===== src/rtl/cpu_step_ctrl.sv =====
// Single-step / free-run controller: gates a slow clock into one-cycle CPU enables,
// with synchronized board inputs, a debounced step button and a HALT/RUN/STEP FSM.
module cpu_step_ctrl #(
  parameter int unsigned DEBOUNCE_CYCLES = 270_000,
  parameter int unsigned COUNT_WIDTH     = 16
) (
  input  logic                   clock_in,
  input  logic                   reset_n,
  input  logic                   slow_clock_in,
  input  logic                   step_button_n,
  input  logic                   run_switch,
  input  logic                   halt_req,
  output logic                   step_pulse,
  output logic [COUNT_WIDTH-1:0] step_count,
  output logic                   running,
  output logic                   halted
);

  localparam int unsigned DbW = (DEBOUNCE_CYCLES > 1) ? $clog2(DEBOUNCE_CYCLES) : 1;
  localparam logic [DbW-1:0] DbMax = DbW'(DEBOUNCE_CYCLES - 1);

  typedef enum logic [1:0] {StHalt, StRun, StStep} state_e;

  logic slow_s1_q, slow_s2_q, btn_s1_q, btn_s2_q, run_s1_q, run_s2_q;
  logic [1:0] settle_q, settle_d;
  logic settled;
  logic slow_prev_q, slow_prev_d, run_prev_q, run_prev_d;
  logic slow_rise, run_rise, slow_edge_q;
  logic [DbW-1:0] db_cnt_q, db_cnt_d;
  logic btn_acc_q, btn_acc_d, press_q, press_d;
  state_e state_q, state_d;
  logic step_pulse_q, step_pulse_d;
  logic [COUNT_WIDTH-1:0] step_count_q, step_count_d;

  // Synchronizer outputs read as zero for two cycles after reset; edge detectors and the
  // debouncer ignore them until the chains hold real input values.
  assign settled = (settle_q == 2'd2);

  always_comb begin
    settle_d    = settled ? settle_q : settle_q + 2'd1;
    slow_prev_d = settled ? slow_s2_q : 1'b1;
    run_prev_d  = settled ? run_s2_q : 1'b1;
    slow_rise   = settled & slow_s2_q & ~slow_prev_q;
    run_rise    = settled & run_s2_q & ~run_prev_q;
  end

  always_comb begin
    db_cnt_d  = '0;
    btn_acc_d = btn_acc_q;
    press_d   = 1'b0;
    if (settled && (btn_s2_q != btn_acc_q)) begin
      if (db_cnt_q == DbMax) begin
        btn_acc_d = btn_s2_q;
        press_d   = ~btn_s2_q;
      end else begin
        db_cnt_d = db_cnt_q + 1'b1;
      end
    end
  end

  always_comb begin
    state_d      = state_q;
    step_pulse_d = 1'b0;
    unique case (state_q)
      StHalt: begin
        if (run_rise) begin
          state_d = StRun;
        end else if (press_q) begin
          state_d = StStep;
        end
      end
      StRun: begin
        if (halt_req || !run_s2_q) begin
          state_d = StHalt;
        end else if (slow_edge_q) begin
          step_pulse_d = 1'b1;
        end
      end
      StStep: begin
        if (slow_edge_q) begin
          step_pulse_d = 1'b1;
          state_d      = StHalt;
        end
      end
      default: state_d = StHalt;
    endcase
    step_count_d = step_pulse_d ? step_count_q + COUNT_WIDTH'(1) : step_count_q;
  end

  always_ff @(posedge clock_in or negedge reset_n) begin
    if (!reset_n) begin
      slow_s1_q    <= 1'b0;
      slow_s2_q    <= 1'b0;
      btn_s1_q     <= 1'b0;
      btn_s2_q     <= 1'b0;
      run_s1_q     <= 1'b0;
      run_s2_q     <= 1'b0;
      settle_q     <= 2'd0;
      slow_prev_q  <= 1'b1;
      run_prev_q   <= 1'b1;
      slow_edge_q  <= 1'b0;
      db_cnt_q     <= '0;
      btn_acc_q    <= 1'b1;
      press_q      <= 1'b0;
      state_q      <= StHalt;
      step_pulse_q <= 1'b0;
      step_count_q <= '0;
    end else begin
      slow_s1_q    <= slow_clock_in;
      slow_s2_q    <= slow_s1_q;
      btn_s1_q     <= step_button_n;
      btn_s2_q     <= btn_s1_q;
      run_s1_q     <= run_switch;
      run_s2_q     <= run_s1_q;
      settle_q     <= settle_d;
      slow_prev_q  <= slow_prev_d;
      run_prev_q   <= run_prev_d;
      slow_edge_q  <= slow_rise;
      db_cnt_q     <= db_cnt_d;
      btn_acc_q    <= btn_acc_d;
      press_q      <= press_d;
      state_q      <= state_d;
      step_pulse_q <= step_pulse_d;
      step_count_q <= step_count_d;
    end
  end

  assign step_pulse = step_pulse_q;
  assign step_count = step_count_q;
  assign running    = (state_q == StRun);
  assign halted     = (state_q == StHalt);

endmodule

===== config.mk =====
export PLATFORM = sky130hd
export DESIGN_NAME = cpu_step_ctrl
export DESIGN_NICKNAME = d
export VERILOG_FILES = /design/src/rtl/cpu_step_ctrl.sv
export SDC_FILE = /design/constraint.sdc
export NUM_CORES = 1
export LEC_CHECK = 0
export BUFFER_PORTS_ARGS = -buffer_cell sky130_fd_sc_hd__clkbuf_2
export CAP_MARGIN = 20
export CORE_UTILIZATION = 52
export DETAILED_ROUTE_END_ITERATION = 8
export PLACE_DENSITY = 0.75
export SETUP_SLACK_MARGIN = 0.05
export SKIP_CTS_REPAIR_TIMING = 1
export SYNTH_ARGS = -nofsm -noshare
export SYNTH_HDL_FRONTEND = slang
export SYNTH_SLANG_ARGS = --single-unit

===== constraint.sdc =====
create_clock -name clock_in -period 1.7 [get_ports clock_in]
set_input_delay 0.34 -clock clock_in [delete_from_list [all_inputs] [get_ports clock_in]]
set_output_delay 0.34 -clock clock_in [all_outputs]
set_load 0.02 [all_outputs]

==> qor.csv <==
stage,metric,value,unit
run_status,outcome,"complete, but fails checks",
run_status,failing checks,setup timing,
pwr,Leak Pwr,0.00130,uW
layout,area grow syn2layout,26.4,%
layout,share of layout cells above drive strength 1,34.5,%
timing,slew of the pin with the lowest slew margin,382,ps
job,max-cap violations,0,
global_routing,first-pass GRT wire length,6550,um
cts,# H-tree levels,2,
timing,RSZ-0062 raised after global routing,yes,
synthesis,Yosys reg bits,51,
floorplan,Ports,25,
cts,CTS clock-pin slew for the worst setup and hold paths,90,ps
cts,Clock Latency Late Sink,310,ps
global_routing,vias in the first global route,1484,
cts,deepest clock path buffer count,2,
synthesis,dominant synthesized flop cell,dfrtp_1,
floorplan,Starting Density,55.7,%
layout,Finished Core Util,70.5,%
critical_path,Crit. End Element,register,
synthesis,synthesized cell area,0.00231,sq mm
floorplan,core area,0.00414,sq mm
critical_path,Critical Path Start Type,register,
routing,Routed wire per std cell,13.2,um
synthesis,ranking of synthesized cells by area,"dfrtp_1 (52%), xnor2_1 (7.6%), xor2_1 (4.6%)",
routing,Vias,1630,
floorplan,die extent in y,68.6,um
timing,Worst Skew,8.73,ps
routing,DRC viols,0,
synthesis,asr flop ratio synth,100,%
pwr,Power Density,853,mW/mm^2
synthesis,distinct cell type count after synthesis,42,
critical_path,"Req. time, crit path",1940,ps
timing,FMAX,582,MHz
timing,"Hold Vio Cnt, Final",0,
place,PortBufs,24,
floorplan,Die W,68.6,um
routing,DRT iter0 DRCs,51,
place,DP HPWL,2810,um
global_routing,total gr overflow,0,
routing,final wirelength,4110,um
layout,layout net count,272,
critical_path,R2R Setup Slk,-20,ps
routing,Initial DRT Pass Iterations,4,
cts,TritonCTS clock tree,yes,
cts,clk sink count,51,
synthesis,share of the synthesized area in the top cell type,52.0,%
routing,"antenna viol nets, final",0,
pwr,peak supply drop,0.000456,V
critical_path,crit path kind,register to register,
routing,via/cell ratio,5.24,
synthesis,number of flops mapped to enable cells by yosys,0,
synthesis,Synth Area per Inst,11.2,sq um
global_routing,largest net degree at the start of global routing,52,
timing,worst path setup slack after routing,-17.0,ps
synthesis,Yosys top cell by area,dfrtp_1,
timing,max-slew violation count,0,
critical_path,Critical Path AT,1960,ps
timing,# setup viols final,8,
layout,Antenna Diode Count,0,
synthesis,yosys warns,0,
synthesis,Post-Syn Nets,219,
floorplan,die area,0.00471,sq mm
global_routing,All-Layer GR Usage,19.3,%
timing,Slew Limit Headroom,74.3,%
synthesis,"Seq/Total Area, Yosys",55.4,%
synthesis,Mapped Cells,207,
timing,fin crit share,101,%
timing,final worst path period need,1720,ps
cts,clock root cell,clkbuf_8,
critical_path,Crit Path Max Fanout,2,
place,worst slack at placement,-39.6,ps
floorplan,# rows,23,
worst_hold_path,HP Class,input port to async pin,
place,gp weighted congestion,0.849,
cts,CTS Buf Count,5,
global_routing,initial antenna violation count,0,
-- layout by cell type, fill, tap and decap left out, drive strengths merged, types with 3 or more instances in the layout --
master   n
buf     25
nor2    27
a21oi    5
nor3     7
or4      3
ha       6
dfstp    3
nor4     6
xnor2   20
xor2    12
inv     14
clkbuf  29
nand4    9
nand3    9
nand2   11
dfrtp   48
-- area by class of cell --
cell class	count	area, sq um
clock buffers	5	68.8
clock inverters	3	22.5
fillers	315	1220
inverters	12	45.0
multi-input cells	141	1110
flip-flops and latches	51	1280
well taps	50	62.6
repair buffers	49	332
-- per-stage QoR --
stage,power (uW),hold WS [ps],std cells,setup TNS (ps),instance area (sq um)
floorplan,1580,44.4,207,-531,2330
global placement,1700,332,298,0,2650
detailed placement,1710,336,298,-184,2650
CTS,2440,5.58,306,-830,2740
global route,2620,16.4,311,-1650,2920
finish,2490,4.41,311,-52.5,2920
-- where the power goes --
part / leakage [uW] / switching (uW) / internal [uW]
registers: 0.000662 / 74.4 / 1280
logic: 0.000586 / 239 / 193
clock network: 0.0000489 / 411 / 298
total: 0.00130 / 724 / 1770
-- per-layer routing --
layer | global-route usage (%) | share of wire [%] | up-vias | routed length (um)
met3 | 4.93 | 3.0 | 8 | 123
li1 | - | - | 823 | -
met2 | 31.9 | 46 | 26 | 1910
met5 | 0 | 0 | - | 0
met4 | 9.38 | 2.3 | 0 | 94
met1 | 23.5 | 48 | 773 | 1990
-- path summary, 6_finish.rpt --
check | from | to | cells after the start
setup / recovery | db_cnt_q[6]$_DFF_PN0_ | btn_acc_q$_DFFE_PN1P_ | 4
hold / removal | reset_n | state_q[0]$_DFFE_PN0P_ | 2
setup reg to reg | db_cnt_q[6]$_DFF_PN0_ | btn_acc_q$_DFFE_PN1P_ | 4
hold reg to reg | slow_s1_q$_DFF_PN0_ | slow_s2_q$_DFF_PN0_ | 0
max in group asynchronous | reset_n | slow_prev_q$_DFF_PN1_ | 2
min in group clock_in | slow_clock_in | slow_s1_q$_DFF_PN0_ | 1
-- logic make-up after synthesis --
logic type | count (synthesis) | share of synthesized area [%]
compound gates | 15 | 4.33
xor+xnor | 32 | 12.1
fa+ha+maj | 6 | 3.25
buf+inv | 15 | 3.09
flops | 51 | 55.4
mux | 2 | 0.975
simple gates | 86 | 20.8
-- sequential cells by signal, indices dropped and copies added, names as in the netlist --
name,cells
run_prev_q,1
db_cnt_q,19
slow_s1_q,1
btn_s1_q,1
btn_acc_q,1
press_q,1
slow_s2_q,1
step_pulse,1
settle_q,2
run_s2_q,1
slow_edge_q,1
step_count,16
state_q,2
slow_prev_q,1
run_s1_q,1
btn_s2_q,1
-- worst max-delay path: stages (launching register included) --
cell and delay (ps):
dfrtp_1 400, or4b_4 550, nor4_4 260, nand3_2 130, mux2_4 320
-- synth_stat cells (2+ instances only) --
cell,instances
xor2_1,12
o211ai_1,2
a21oi_1,4
nand2_1,11
nand2b_1,2
or4_1,2
inv_1,12
o21ai_0,2
nand3b_1,2
nand4_1,8
xnor2_1,20
dfrtp_1,48
nor4_1,5
nand3_1,7
nor3_1,7
o31ai_1,2
nor2_1,27
buf_6,2
dfstp_2,3
and4_1,2
ha_1,6
No activity file was read; power rests on OpenSTA's default activity.
